### config.mk
export PLATFORM = sky130hd
export DESIGN_NAME = dual_fetch_if_id_flat
export DESIGN_NICKNAME = d
export VERILOG_FILES = /design/src/rtl/dual_fetch_if_id_if.sv /design/src/rtl/dual_fetch_if_id.sv /design/src/flat_wrapper.sv
export SDC_FILE = /design/constraint.sdc
export NUM_CORES = 1
export LEC_CHECK = 0
export BUFFER_PORTS_ARGS = -buffer_cell sky130_fd_sc_hd__buf_2
export CORE_MARGIN = 5
export CORE_UTILIZATION = 48
export DETAILED_ROUTE_END_ITERATION = 10
export PLACE_DENSITY = 0.87
export SETUP_SLACK_MARGIN = 0.02
export SLEW_MARGIN = 30
export SYNTH_ARGS = -nofsm -noshare
export SYNTH_HDL_FRONTEND = slang
export SYNTH_SLANG_ARGS = --single-unit
### constraint.sdc
create_clock -name clk -period 5.6 [get_ports clk]
set_input_delay 0.28 -clock clk [delete_from_list [all_inputs] [get_ports clk]]
set_output_delay 0.28 -clock clk [all_outputs]
set_load 0.02 [all_outputs]
### src/rtl/dual_fetch_if_id_if.sv
// Bundle of the fetch-stage signals: hazard masks and redirect in, imem words in, IF/ID state out.
// master = fetch block, slave = surrounding pipeline (hazard unit, imem, decode).
interface dual_fetch_if_id_if #(
    parameter int PC_BITS        = 16,
    parameter int INSTR_BITS     = 32,
    parameter int NUM_PIPE_MASKS = 8,
    parameter int CNT_BITS       = 32
);
    logic [NUM_PIPE_MASKS-1:0] stall0;
    logic [NUM_PIPE_MASKS-1:0] stall1;
    logic [NUM_PIPE_MASKS-1:0] flush0;
    logic [NUM_PIPE_MASKS-1:0] flush1;
    logic                      branch_taken;
    logic [PC_BITS-1:0]        branch_target;
    logic [INSTR_BITS-1:0]     imem_instr0;
    logic [INSTR_BITS-1:0]     imem_instr1;
    logic [PC_BITS-1:0]        pc;
    logic [INSTR_BITS-1:0]     if_id_instr0;
    logic [INSTR_BITS-1:0]     if_id_instr1;
    logic [PC_BITS-1:0]        if_id_pc0;
    logic [PC_BITS-1:0]        if_id_pc1;
    logic                      if_id_valid0;
    logic                      if_id_valid1;
    logic                      first;
    logic [CNT_BITS-1:0]       stall_cycles;

    modport master (
        input  stall0, stall1, flush0, flush1, branch_taken, branch_target,
               imem_instr0, imem_instr1,
        output pc, if_id_instr0, if_id_instr1, if_id_pc0, if_id_pc1,
               if_id_valid0, if_id_valid1, first, stall_cycles
    );

    modport slave (
        output stall0, stall1, flush0, flush1, branch_taken, branch_target,
               imem_instr0, imem_instr1,
        input  pc, if_id_instr0, if_id_instr1, if_id_pc0, if_id_pc1,
               if_id_valid0, if_id_valid1, first, stall_cycles
    );
endinterface

### src/rtl/dual_fetch_if_id.sv
// Dual-lane fetch: PC register and IF/ID lane registers driven by per-lane stall/flush masks.
// Latency 1 cycle imem->IF/ID; stalled lanes hold, flushed lanes become invalid NOPs.
module dual_fetch_if_id #(
    parameter int PC_BITS        = 16,
    parameter int INSTR_BITS     = 32,
    parameter int NUM_PIPE_MASKS = 8,
    parameter int CNT_BITS       = 32
) (
    input  logic                clk,
    input  logic                reset,
    dual_fetch_if_id_if.master  bus
);
    localparam logic [NUM_PIPE_MASKS-1:0] PIPE_REG_PC    = NUM_PIPE_MASKS'(1);
    localparam logic [NUM_PIPE_MASKS-1:0] PIPE_REG_IF_ID = NUM_PIPE_MASKS'(2);

    logic s0, s1, f0, f1, pc_stall, bt;

    logic [PC_BITS-1:0]    pc_q;
    logic [INSTR_BITS-1:0] instr0_q, instr1_q;
    logic [PC_BITS-1:0]    pc0_q, pc1_q;
    logic                  valid0_q, valid1_q;
    logic                  first_q;
    logic [CNT_BITS-1:0]   cnt_q;

    assign s0       = (bus.stall0 & PIPE_REG_IF_ID) != '0;
    assign s1       = (bus.stall1 & PIPE_REG_IF_ID) != '0;
    assign f0       = (bus.flush0 & PIPE_REG_IF_ID) != '0;
    assign f1       = (bus.flush1 & PIPE_REG_IF_ID) != '0;
    assign pc_stall = ((bus.stall0 | bus.stall1) & PIPE_REG_PC) != '0;
    assign bt       = bus.branch_taken;

    always_ff @(posedge clk or posedge reset) begin
        if (reset) begin
            pc_q     <= '0;
            instr0_q <= '0;
            instr1_q <= '0;
            pc0_q    <= '0;
            pc1_q    <= '0;
            valid0_q <= 1'b0;
            valid1_q <= 1'b0;
            first_q  <= 1'b0;
            cnt_q    <= '0;
        end else begin
            if (bt)
                pc_q <= bus.branch_target;
            else if (!pc_stall)
                pc_q <= pc_q + PC_BITS'(2);

            // Flush beats stall on the same lane; the pc field is left as-is when killed.
            if (bt || f0) begin
                instr0_q <= '0;
                valid0_q <= 1'b0;
            end else if (!s0) begin
                instr0_q <= bus.imem_instr0;
                pc0_q    <= pc_q;
                valid0_q <= 1'b1;
            end

            if (bt || f1) begin
                instr1_q <= '0;
                valid1_q <= 1'b0;
            end else if (!s1) begin
                instr1_q <= bus.imem_instr1;
                pc1_q    <= pc_q + PC_BITS'(1);
                valid1_q <= 1'b1;
            end

            // A lone held lane keeps the older instruction, so lane order follows it.
            if (bt)
                first_q <= 1'b0;
            else if (s0 && !f0 && f1)
                first_q <= 1'b0;
            else if (s1 && !f1 && f0)
                first_q <= 1'b1;
            else if (!s0 && !f0 && !s1 && !f1)
                first_q <= 1'b0;

            if (pc_stall && !bt && cnt_q != '1)
                cnt_q <= cnt_q + CNT_BITS'(1);
        end
    end

    assign bus.pc           = pc_q;
    assign bus.if_id_instr0 = instr0_q;
    assign bus.if_id_instr1 = instr1_q;
    assign bus.if_id_pc0    = pc0_q;
    assign bus.if_id_pc1    = pc1_q;
    assign bus.if_id_valid0 = valid0_q;
    assign bus.if_id_valid1 = valid1_q;
    assign bus.first        = first_q;
    assign bus.stall_cycles = cnt_q;
endmodule

### src/flat_wrapper.sv
// flat-port wrapper written by rule: the top's interface ports become plain ports
module dual_fetch_if_id_flat 
#(
    parameter int PC_BITS        = 16,
    parameter int INSTR_BITS     = 32,
    parameter int NUM_PIPE_MASKS = 8,
    parameter int CNT_BITS       = 32
)
  (clk, reset, bus_stall0, bus_stall1, bus_flush0, bus_flush1, bus_branch_taken, bus_branch_target, bus_imem_instr0, bus_imem_instr1, bus_pc, bus_if_id_instr0, bus_if_id_instr1, bus_if_id_pc0, bus_if_id_pc1, bus_if_id_valid0, bus_if_id_valid1, bus_first, bus_stall_cycles);
  dual_fetch_if_id_if #(.PC_BITS(PC_BITS), .INSTR_BITS(INSTR_BITS), .NUM_PIPE_MASKS(NUM_PIPE_MASKS), .CNT_BITS(CNT_BITS)) bus_i ();
  input  logic clk;
  input  logic reset;
  input wire logic [$bits(bus_i.stall0)-1:0] bus_stall0;
  input wire logic [$bits(bus_i.stall1)-1:0] bus_stall1;
  input wire logic [$bits(bus_i.flush0)-1:0] bus_flush0;
  input wire logic [$bits(bus_i.flush1)-1:0] bus_flush1;
  input wire logic [$bits(bus_i.branch_taken)-1:0] bus_branch_taken;
  input wire logic [$bits(bus_i.branch_target)-1:0] bus_branch_target;
  input wire logic [$bits(bus_i.imem_instr0)-1:0] bus_imem_instr0;
  input wire logic [$bits(bus_i.imem_instr1)-1:0] bus_imem_instr1;
  output wire logic [$bits(bus_i.pc)-1:0] bus_pc;
  output wire logic [$bits(bus_i.if_id_instr0)-1:0] bus_if_id_instr0;
  output wire logic [$bits(bus_i.if_id_instr1)-1:0] bus_if_id_instr1;
  output wire logic [$bits(bus_i.if_id_pc0)-1:0] bus_if_id_pc0;
  output wire logic [$bits(bus_i.if_id_pc1)-1:0] bus_if_id_pc1;
  output wire logic [$bits(bus_i.if_id_valid0)-1:0] bus_if_id_valid0;
  output wire logic [$bits(bus_i.if_id_valid1)-1:0] bus_if_id_valid1;
  output wire logic [$bits(bus_i.first)-1:0] bus_first;
  output wire logic [$bits(bus_i.stall_cycles)-1:0] bus_stall_cycles;
  assign bus_i.stall0 = bus_stall0;
  assign bus_i.stall1 = bus_stall1;
  assign bus_i.flush0 = bus_flush0;
  assign bus_i.flush1 = bus_flush1;
  assign bus_i.branch_taken = bus_branch_taken;
  assign bus_i.branch_target = bus_branch_target;
  assign bus_i.imem_instr0 = bus_imem_instr0;
  assign bus_i.imem_instr1 = bus_imem_instr1;
  assign bus_pc = bus_i.pc;
  assign bus_if_id_instr0 = bus_i.if_id_instr0;
  assign bus_if_id_instr1 = bus_i.if_id_instr1;
  assign bus_if_id_pc0 = bus_i.if_id_pc0;
  assign bus_if_id_pc1 = bus_i.if_id_pc1;
  assign bus_if_id_valid0 = bus_i.if_id_valid0;
  assign bus_if_id_valid1 = bus_i.if_id_valid1;
  assign bus_first = bus_i.first;
  assign bus_stall_cycles = bus_i.stall_cycles;
  dual_fetch_if_id #(.PC_BITS(PC_BITS), .INSTR_BITS(INSTR_BITS), .NUM_PIPE_MASKS(NUM_PIPE_MASKS), .CNT_BITS(CNT_BITS)) u_core (.clk(clk), .reset(reset), .bus(bus_i));
endmodule
==> key figures, run 1 <==
Floorplanning
  • Starting Density: approximately half
  • Row cnt: 41
  • Die height: between 100 and 150 µm
  • Floorplan core area: roughly 13000 µm²
  • IO Pins: 262
  • Die footprint: 15500 µm²
  • Die X: 125 µm

Critical path
  • Cells along the critical path: ha_1 > or3b_2 > nor3_2 > nand4_1 > xor2_1 > o21ai_0
  • Setup crit end kind: flip-flop
  • Worst path max stage delay: 530 ps
  • Crit path launch type: flip-flop
  • Critical Path AT: 2540 ps
  • WP buf/inv: 0
  • Critical-path cell with the highest stage delay: or3b_2
  • WS Path Type: reg -> reg
  • CP top delay family: simple AND/OR/NAND/NOR gates
  • Max FO, Critical Path: 8
  • Critical Path RT: 5920 ps

Timing
  • Max Slew Vio Count: 0
  • Setup TNS: 0 ps
  • Worst-Margin Slew: between 700 and 800 ps
  • Normalized max-slew margin: about 49%
  • RSZ-0062 raised after global routing: false
  • Fin crit period: 2210 ps
  • PnR worst setup slack: approximately 3400 ps
  • Period utilization: 39.5%
  • Setup Skew: 6.40 ps
  • Final setup fails: 0
  • Final hold violations: 0
  • Fmax: ~450 MHz

Synth
  • Post-synth EDFFs: 0
  • Post-synth cell types: 45
  • Ranking of synthesized cells by area: dfrtp_1 58%, a22o_1 8.9%, xnor2_1 5.6%
  • Syn Inst Count: about 520
  • Synthesized net count: around 640
  • Mapped cell area: 6300 µm²
  • Number of synthesized register bits: roughly 150
  • Top cell type by total area after synthesis: dfrtp_1
  • Sequential cell area fraction in the yosys report: 58.4%
  • Synthesized area per cell: roughly 12 µm²
  • Synth warn: 0
  • Post-synth top area share: roughly 58%
  • Post-synth ARST share: 100%
  • Main synth FF type: dfrtp_1

Clock tree
  • Worst-Skew Late Latency: approximately 400 ps
  • CTS Buffer Depth: 2
  • Clock Root Buffer: clkbuf_16
  • TritonCTS clock tree: done
  • Hold buffer count at cts: 0
  • Clock-pin slew on the worst setup and hold paths: 60 ps
  • H-tree depth: 4
  • Post-CTS setup buffer count: 0
  • Clock sink count: ~150
  • Post-cts resize count: 0
  • Num CTS Buffers: 17

Hold path
  • Worst hold path class: in -> async

Pwr
  • Static Leak: around 4.2 nW
  • Max VDD drop: slightly above 300 µV
  • Pwr/cell area: ~350 nW/µm²

Drt
  • Routed vias/inst: 5.34
  • Top Metal Used: met4
  • DR pass1 iterations: 4
  • Routed length per instance: between 15 and 20 µm
  • Met2 Wirelength: roughly 8000 µm
  • Final wirelength: 16700 µm
  • DRC violations left: 0
  • Met3 WL: between 900 and 1000 µm
  • Wl on met1: between 7000 and 8000 µm
  • Vias: about 5000
  • Antenna Violating Nets Remaining: 0
  • Initial drt markers: ~350

Final layout
  • P&R area growth vs syn: 31.2%
  • Most common cell after layout, fill and taps aside: buf_2
  • Final nets: 870
  • Share of layout cells above drive strength 1: approximately two fifths
  • Core Util, Final: between 60% and 70%
  • Most frequent cells in the layout: 235 x buf_2, 147 x dfrtp_1, 64 x a22o_1

Run
  • Max Cap Viol: 0

Place
  • Port Buffers: approximately 240
  • Gp weighted congestion: 0.829
  • Detailed placement HPWL: 11600 µm
  • Pre-CTS setup slack: ~3300 ps

Global routing
  • Vias in the first global route: slightly above 5000
  • Congestion Overflow GR: 0
  • Largest net degree at the start of global routing: 88
  • First-pass GRT wire length: approximately 27000 µm
  • Initial antenna violation count: 2
  • Total GRT Usage: a little over a fifth

Run status
  • Outcome: finished clean
-- area by class of cell --
cell class / instances / area, µm²
multi-input combinational: 339 / 2500
tap: 172 / 215
sequential: 147 / 3680
fill: 991 / 4460
clock buffer: 23 / 488
antenna: 2 / 5.00
clock inverter: 9 / 126
inverter: 6 / 27.5
timing repair buffer: 241 / 1220
-- synth_stat cells, drive strengths merged, types with 2 or more instances --
| cell | number |
|---|---|
| mux2 | 19 |
| dfrtp | 147 |
| nand2 | 38 |
| and3 | 7 |
| mux2i | 2 |
| nor2 | 29 |
| ha | 3 |
| nand4 | 21 |
| buf | 4 |
| and2 | 3 |
| inv | 6 |
| and4 | 3 |
| nor4 | 11 |
| or3 | 2 |
| a22o | 64 |
| o21ai | 16 |
| a2111oi | 3 |
| nand3b | 2 |
| xnor2 | 40 |
| xor2 | 19 |
| nand3 | 21 |
| a21oi | 17 |
| clkbuf | 25 |
| nor3 | 11 |
-- stage by stage --
| stage | instance area, µm² | std cells | hold slack (ps) | power [mW] |
|---|---|---|---|---|
| 6_report | 8260 | 939 | 17.8 | 2.93 |
| 5_1_grt | 8260 | 939 | 72.8 | 3.06 |
| 4_1_cts | 8260 | 937 | 41.5 | 2.95 |
| 3_5_place_dp | 7640 | 905 | 466 | 1.78 |
| 3_3_place_gp | 7640 | 905 | 470 | 1.76 |
| 2_1_floorplan | 6300 | 521 | 347 | 1.57 |
-- power by group --
group | internal [mW] | switching [mW] | leakage [nW] | total, mW
Clock | 0.746 | 0.420 | 0.303 | 1.17
Combinational | 0.187 | 0.302 | 1.94 | 0.488
Sequential | 1.17 | 0.105 | 1.91 | 1.27
-- worst register-to-register path, cell delays in order (launching register included) --
cell and delay, ps:
dfrtp_1 510, ha_1 290, or3b_2 530, nor3_2 310
nand4_1 160, xor2_1 170, o21ai_0 170
-- cells by family after synthesis --
| group | count (synthesis) | share of synthesized area, % |
|---|---|---|
| XOR/XNOR | 59 | 8.21 |
| adder cells (fa/ha/maj) | 3 | 0.596 |
| buffers and inverters | 35 | 2.23 |
| AND/OR/NAND/NOR | 153 | 14.3 |
| AO/OA/AOI/OAI | 103 | 12.5 |
| multiplexers | 21 | 3.72 |
| flip-flops | 147 | 58.4 |
-- metal layers --
metal | up-vias | GRT usage, %
met5 | - | 0
li1 | 2350 | -
met3 | 37 | 5.36
met2 | 192 | 34.4
met4 | 0 | 8.83
met1 | 2434 | 28.7
-- registers in the layout (all words and copies together) (netlist names) --
name	cells
u_core.bus.first	1
u_core.bus.if_id_instr0	32
u_core.bus.if_id_instr1	32
u_core.bus.if_id_pc0	16
u_core.bus.if_id_pc1	16
u_core.bus.if_id_valid0	1
u_core.bus.if_id_valid1	1
u_core.bus.pc	16
u_core.bus.stall_cycles	32
-- worst paths after layout --
path | from | end | slack (ps) | depth (start not counted)
worst max-delay path | u_core.bus.pc[2]$_DFFE_PP0N_ | u_core.bus.pc[15]$_DFFE_PP0N_ | 3390 | 6
worst max register to register | u_core.bus.pc[2]$_DFFE_PP0N_ | u_core.bus.pc[15]$_DFFE_PP0N_ | 3390 | 6
worst min-delay path | reset | u_core.bus.if_id_instr0[20]$_DFFE_PP0P_ | 20 | 2
min in group clk | bus_branch_target[12] | u_core.bus.pc[12]$_DFFE_PP0N_ | 70 | 3
max in group asynchronous | reset | u_core.bus.if_id_pc0[4]$_DFFE_PP0P_ | 4290 | 3
worst min register to register | u_core.bus.if_id_valid0$_DFFE_PP0P_ | u_core.bus.if_id_valid0$_DFFE_PP0P_ | 480 | 1
Power figures use the tool's default switching activity.
==> run 2, diff against run 1 <==
--- a/config.mk
+++ b/config.mk
@@ -5,11 +5,12 @@
 export SDC_FILE = /design/constraint.sdc
 export NUM_CORES = 1
 export LEC_CHECK = 0
+export ABC_AREA = 1
 export BUFFER_PORTS_ARGS = -buffer_cell sky130_fd_sc_hd__buf_2
 export CORE_MARGIN = 5
-export CORE_UTILIZATION = 48
+export CORE_UTILIZATION = 45
 export DETAILED_ROUTE_END_ITERATION = 10
-export PLACE_DENSITY = 0.87
+export PLACE_DENSITY = 0.84
 export SETUP_SLACK_MARGIN = 0.02
 export SLEW_MARGIN = 30
 export SYNTH_ARGS = -nofsm -noshare
==> constraint.sdc (replaced) <==
create_clock -name clk -period 1.81 [get_ports clk]
set_input_delay 0.0905 -clock clk [delete_from_list [all_inputs] [get_ports clk]]
set_output_delay 0.0905 -clock clk [all_outputs]
set_load 0.02 [all_outputs]
==> key figures, run 2 <==
Synth
  • Syn Inst Count: 941
  • Ranking of synthesized cells by area: dfrtp_1 51%, nand2_1 20%, nand3_1 9.4%
  • Post-synth cell types: 30
  • Top cell type by total area after synthesis: dfrtp_1
  • Post-synth ARST share: between 90% and 100%
  • Number of synthesized register bits: roughly 150
  • Synth warn: 0
  • Post-synth EDFFs: 0
  • Sequential cell area fraction in the yosys report: between 50 and 60%
  • Synthesized net count: between 1000 and 1500
  • Post-synth top area share: roughly 50%
  • Synthesized area per cell: 7.64 µm²
  • Mapped cell area: between 7000 and 8000 µm²
  • Most common cell in the netlist: nand2_1
  • Main synth FF type: dfrtp_1
  • Top cells by count, synth: 389 x nand2_1, 147 x dfrtp_1, 135 x nand3_1

Final layout
  • Most common cell after layout, fill and taps aside: nand2_1
  • Final nets: 1387
  • Most frequent cells in the layout: 389 x nand2_1, 235 x buf_2, 144 x dfrtp_1
  • Share of layout cells above drive strength 1: 24.9%
  • Final std cells w/o fill: around 1500
  • Diode count: 0
  • P&R area growth vs syn: 41.1%

Clock tree
  • CTS Buffer Depth: 2
  • Clock sink count: between 100 and 150
  • Worst-Skew Late Latency: around 420 ps
  • TritonCTS clock tree: done
  • H-tree depth: 4
  • Clock-pin slew on the worst setup and hold paths: 60 ps
  • Num CTS Buffers: 17
  • Clock Root Buffer: clkbuf_16

Critical path
  • Max FO, Critical Path: 5
  • Levels on crit path: 9
  • Worst Setup SP: u_core.bus.pc[2]$_DFFE_PP0N_
  • R2r worst-path depth: 9
  • Setup crit end kind: flip-flop
  • Worst path max stage delay: approximately 440 ps
  • R2R Path End: u_core.bus.pc[11]$_DFFE_PP0N_
  • Cells along the critical path: ha_1 > nand2_1 > inv_1 > nand2_1 > nor2_1 > nand2_1 > xor2_1 > nand2_1 > nand2_1
  • CP top delay family: simple AND/OR/NAND/NOR gates
  • Critical Path RT: 2120 ps
  • WP buf/inv: 1
  • Crit path launch type: flip-flop
  • Crit path to: u_core.bus.pc[11]$_DFFE_PP0N_
  • Reg2reg start: u_core.bus.pc[2]$_DFFE_PP0N_
  • Most frequent CP cell: nand2_1
  • Critical-path cell with the highest stage delay: dfrtp_1
  • R2R Setup Slk: roughly 160 ps
  • WS Path Type: reg -> reg
  • Critical Path AT: 1960 ps

Timing
  • Final hold violations: 0
  • Fin crit period: between 1500 and 2000 ps
  • RSZ-0062 raised after global routing: true
  • Final setup fails: 0
  • Period utilization: a little over 90%
  • WHS: roughly 30 ps
  • PnR worst setup slack: approximately 160 ps
  • Worst-Margin Slew: approximately 740 ps
  • Max Slew Vio Count: 0
  • Setup Skew: between 9 and 10 ps
  • Normalized max-slew margin: 50.7%
  • Fmax: between 600 and 700 MHz

Global routing
  • Total GRT Usage: around a quarter
  • Largest net degree at the start of global routing: between 100 and 150
  • Vias in the first global route: between 7000 and 8000
  • Initial antenna violation count: 0
  • Congestion Overflow GR: 0
  • First-pass GRT wire length: 36500 µm

Place
  • Detailed placement HPWL: 14700 µm
  • Pre-CTS setup slack: between 150 and 200 ps
  • Placed cells: 1384
  • Gp weighted congestion: 0.905
  • Port Buffers: around 240

Pwr
  • Pwr/cell area: 900 nW/µm²
  • Max VDD drop: 603 µV
  • Static Leak: around 5.5 nW

Hold path
  • Worst hold path class: in -> reg

Floorplanning
  • Row cnt: 46
  • IO Pins: 262
  • Die footprint: between 15000 and 20000 µm²
  • Starting Density: a little under half
  • Die X: around 140 µm
  • Floorplan core area: 15800 µm²
  • Die height: approximately 140 µm

Drt
  • Initial drt markers: 581
  • Met2 Wirelength: 11400 µm
  • Final wirelength: roughly 23000 µm
  • Vias: 7663
  • Routed length per instance: roughly 15 µm
  • Wl on met1: between 8000 and 9000 µm
  • Top Metal Used: met4
  • Met3 WL: 1840 µm
  • Antenna Violating Nets Remaining: 0
  • DR pass1 iterations: 6
  • DRC violations left: 0
  • Routed vias/inst: between 5 and 6

Run
  • Max Cap Viol: 0

Run status
  • Outcome: finished clean
run 2: how the worst min path moves through the flow:
stage / startpoint / endpoint / slack (ps) / cells after the start
2_1_floorplan: bus_imem_instr1[29] / u_core.bus.if_id_instr1[29]$_DFFE_PP0P_ / 210 / 2
3_3_place_gp: reset / u_core.bus.if_id_pc0[4]$_DFFE_PP0P_ / 210 / 3
3_5_place_dp: reset / u_core.bus.if_id_pc0[4]$_DFFE_PP0P_ / 220 / 3
4_1_cts: bus_branch_target[8] / u_core.bus.pc[8]$_DFFE_PP0N_ / 8 / 4
5_1_grt: bus_branch_target[8] / u_core.bus.pc[8]$_DFFE_PP0N_ / 40 / 4
6_report: bus_stall0[0] / u_core.bus.pc[4]$_DFFE_PP0N_ / 30 / 4
run 2: final cells by class:
| cell class | count | area, µm² |
|---|---|---|
| inverter | 60 | 231 |
| timing repair buffer | 346 | 2250 |
| clock buffer | 19 | 443 |
| multi-input combinational | 697 | 3110 |
| clock inverter | 13 | 156 |
| fill | 1302 | 5630 |
| sequential | 147 | 3680 |
| tap | 216 | 270 |
run 2: power by group:
part	total [mW]	internal (mW)	leakage [nW]	switching, mW
Sequential	3.81	3.56	1.94	0.245
Combinational	1.70	0.641	3.25	1.06
Clock	3.62	2.20	0.293	1.41
Total	9.13	6.41	5.48	2.72
run 2: timing repair:
action | in CTS | in global routing
resized for setup | 0 | 4
endpoints found under the hold margin | 227 | 0
hold buffers | 82 | 0
endpoints found under the setup margin | 0 | 17
setup buffers | 0 | 0
run 2: cell families (layout without fill, tap and decap cells):
group	Yosys count	in the layout	share of synthesized area, %
DFF	147	147	51.2
adders and majority gates	3	3	0.522
and+or+nand+nor	614	614	35.4
muxes	2	2	0.313
xor gates and xnor gates	23	23	2.80
buffers and inverters	97	438	5.71
AOI/OAI and AO/OA	55	55	4.14
run 2: per-layer routing:
| metal | vias up | track usage, % |
|---|---|---|
| li1 | 3647 | - |
| met1 | 3546 | 28.7 |
| met2 | 393 | 42.7 |
| met3 | 77 | 6.14 |
| met4 | 0 | 11.5 |
| met5 | - | 0 |
run 2: metrics by stage:
stage / util, % / power, mW / cell area, µm² / setup TNS (ps)
after global routing: 64.3 / 9.51 / 10100 / 0
after detailed placement: 55.3 / 5.40 / 8720 / 0
after global placement: 55.3 / 5.35 / 8720 / 0
after floorplan: - / 4.75 / 7190 / -18740
final: 64.3 / 9.13 / 10100 / 0
after CTS: 64.3 / 9.16 / 10100 / 0
run 2: worst min-delay path, stage by stage:
cell and delay [ps]:
buf_2 90, nor3_1 50, xnor2_1 120, a21oi_1 60
==> run 3, diff against run 2 <==
--- a/config.mk
+++ b/config.mk
@@ -10,6 +10,7 @@
 export CORE_MARGIN = 5
 export CORE_UTILIZATION = 45
 export DETAILED_ROUTE_END_ITERATION = 10
+export HOLD_SLACK_MARGIN = 0.12
 export PLACE_DENSITY = 0.84
 export SETUP_SLACK_MARGIN = 0.02
 export SLEW_MARGIN = 30
==> key figures, run 3 (same netlist as run 2, synthesis figures left out) <==
Floorplanning
  • Row cnt: 46
  • Die footprint: about 19000 µm²
  • Floorplan core area: around 16000 µm²
  • Die X: between 100 and 150 µm
  • IO Pins: 262
  • Die height: 136 µm
  • Starting Density: about 46%

Critical path
  • R2R Setup Slk: 170 ps
  • Max FO, Critical Path: 65
  • Reg2reg start: u_core.bus.pc[1]$_DFFE_PP0N_
  • R2r worst-path depth: 9
  • Critical Path AT: roughly 2000 ps
  • R2R Path End: u_core.bus.pc[11]$_DFFE_PP0N_
  • Worst path max stage delay: around 560 ps
  • WS Path Type: in -> reg
  • Critical-path cell with the highest stage delay: dlygate4sd3_1
  • Most frequent CP cell: buf_4
  • Critical Path RT: around 2200 ps
  • Crit path launch type: primary input
  • Setup crit end kind: flip-flop
  • Cells along the critical path: dlygate4sd3_1 > buf_6 > buf_4 > nor2_4 > buf_4 > nand3_1 > nand2_1

Run
  • Max Cap Viol: 0

Clock tree
  • Num CTS Buffers: 17
  • Clock sink count: roughly 150
  • TritonCTS clock tree: done
  • Post-CTS setup buffer count: 0
  • CTS Buffer Depth: 2
  • Worst-Skew Late Latency: 420 ps
  • Clock Root Buffer: clkbuf_16
  • Clock-pin slew on the worst setup and hold paths: 60 ps
  • H-tree depth: 4

Hold path
  • HP Start: bus_stall1[1]
  • WHS Path Cells: 4
  • Worst hold path class: in -> reg
  • Hold Path End: u_core.bus.if_id_instr1[27]$_DFFE_PP0P_

Timing
  • Setup TNS: 0 ps
  • Normalized max-slew margin: between 50% and 60%
  • Final setup fails: 0
  • Fmax: around 600 MHz
  • RSZ-0062 raised after global routing: false
  • Max Slew Vio Count: 0
  • WHS: 141 ps
  • PnR worst setup slack: about 160 ps
  • Worst-Margin Slew: 671 ps
  • Setup Skew: roughly 9 ps
  • Period utilization: around nine tenths
  • Final hold violations: 0
  • Fin crit period: between 1500 and 2000 ps

Global routing
  • First-pass GRT wire length: 36900 µm
  • Initial antenna violation count: 0
  • Met2 Track Usage GR: between 40% and 50%
  • Met1 GRT Util: just under 30%
  • Met3 usage: around 6.1%
  • GR peak layer: met2
  • Total GRT Usage: around a quarter
  • Vias in the first global route: 7583
  • Congestion Overflow GR: 0
  • Largest net degree at the start of global routing: 125

Pwr
  • Static Leak: around 5.5 nW
  • Psw: 2.72 mW
  • Sw Ratio: 29.7%
  • Combinational share of power: a little under a fifth
  • Max VDD drop: 596 µV
  • Pwr/cell area: around 890 nW/µm²
  • Overall Power: a little over 9 mW
  • Reg power frac: between 40% and 50%
  • Clk pwr share: about 39%
  • Pint: roughly 6.4 mW

Final layout
  • Most common cell after layout, fill and taps aside: nand2_1
  • Diode count: 0
  • P&R area growth vs syn: 42.2%
  • Register Area: 3680 µm²
  • Share of layout cells above drive strength 1: about 25%
  • Most frequent cells in the layout: 389 x nand2_1, 233 x buf_2, 143 x dfrtp_1
  • Core Util, Final: 64.8%
  • # fillers: 1284
  • Final Instance Area: slightly above 10000 µm²
  • Final std cells w/o fill: approximately 1500
  • Multi-input gate area: between 3000 and 4000 µm²
  • Final nets: roughly 1400

Drt
  • Routed vias/inst: roughly 5
  • DRC violations left: 0
  • Initial drt markers: about 570
  • Antenna Violating Nets Remaining: 0
  • Final wirelength: 23000 µm
  • Routed length per instance: approximately 15 µm
  • Vias: between 7000 and 8000
  • DR pass1 iterations: 5

Place
  • Detailed placement HPWL: 14700 µm
  • DP Area: approximately 8700 µm²
  • Port Buffers: ~240
  • Pre-CTS setup slack: roughly 160 ps
  • Gp weighted congestion: 0.905
  • Placed cells: around 1400

Run status
  • Outcome: finished clean
-- run 3: cell types whose count changed in the layout (fill, tap and decap cells not counted) --
cell           before  now
dlygate4sd3_1      82   89
buf_6               0    1
a21oi_1             4    3
dfrtp_2             3    4
a21oi_2             0    1
nor2_1             62   63
nor2_2              7    6
buf_2             235  233
dfrtp_1           144  143
buf_4              26   27
-- run 3: repair_timing --
action / CTS / global route
hold buffers: 92 / 0
resized for setup: 0 / 9
setup endpoints to repair: 0 / 20
endpoints found under the hold margin: 228 / 0
-- run 3: power groups by stage --
stage	combinational [mW]	sequential [mW]	clock, mW
final	1.72	3.81	3.60
after global routing	1.88	3.85	3.81
after CTS	1.71	3.80	3.67
after detailed placement	1.55	3.85	0
after global placement	1.52	3.84	0
after floorplan	0.584	4.17	0
-- run 3: how the worst max path moves through the flow --
stage,slack [ps],from,to,depth (start not counted)
2_1_floorplan,-130,reset,u_core.bus.first$_DFFE_PP0P_,1
3_3_place_gp,200,u_core.bus.stall_cycles[1]$_DFFE_PP0P_,u_core.bus.stall_cycles[2]$_DFFE_PP0P_,10
3_5_place_dp,160,u_core.bus.stall_cycles[1]$_DFFE_PP0P_,u_core.bus.stall_cycles[2]$_DFFE_PP0P_,10
4_1_cts,50,bus_branch_taken,u_core.bus.pc[1]$_DFFE_PP0N_,6
5_1_grt,50,u_core.bus.pc[0]$_DFFE_PP0P_,u_core.bus.if_id_pc1[10]$_DFFE_PP0P_,6
6_report,160,bus_branch_taken,u_core.bus.if_id_instr0[11]$_DFFE_PP0P_,7
-- run 3: critical path: cells and delay by family --
family,cells,cell delay [ps]
simple gates,3,440
buf+inv,4,1420
-- run 3: cell type report --
type | instances | area share, %
flip-flops and latches | 147 | 36.0
multi-input cells | 697 | 30.4
repair buffers | 353 | 22.8
clock buffers | 19 | 4.33
well taps | 216 | 2.64
inverters | 60 | 2.26
clock inverters | 13 | 1.53
-- run 3: per-layer routing --
metal | wire [µm] | vias up
met4 | 812 | 0
met1 | 8810 | 3551
met3 | 1880 | 74
met5 | 0 | -
met2 | 11500 | 364
li1 | - | 3667
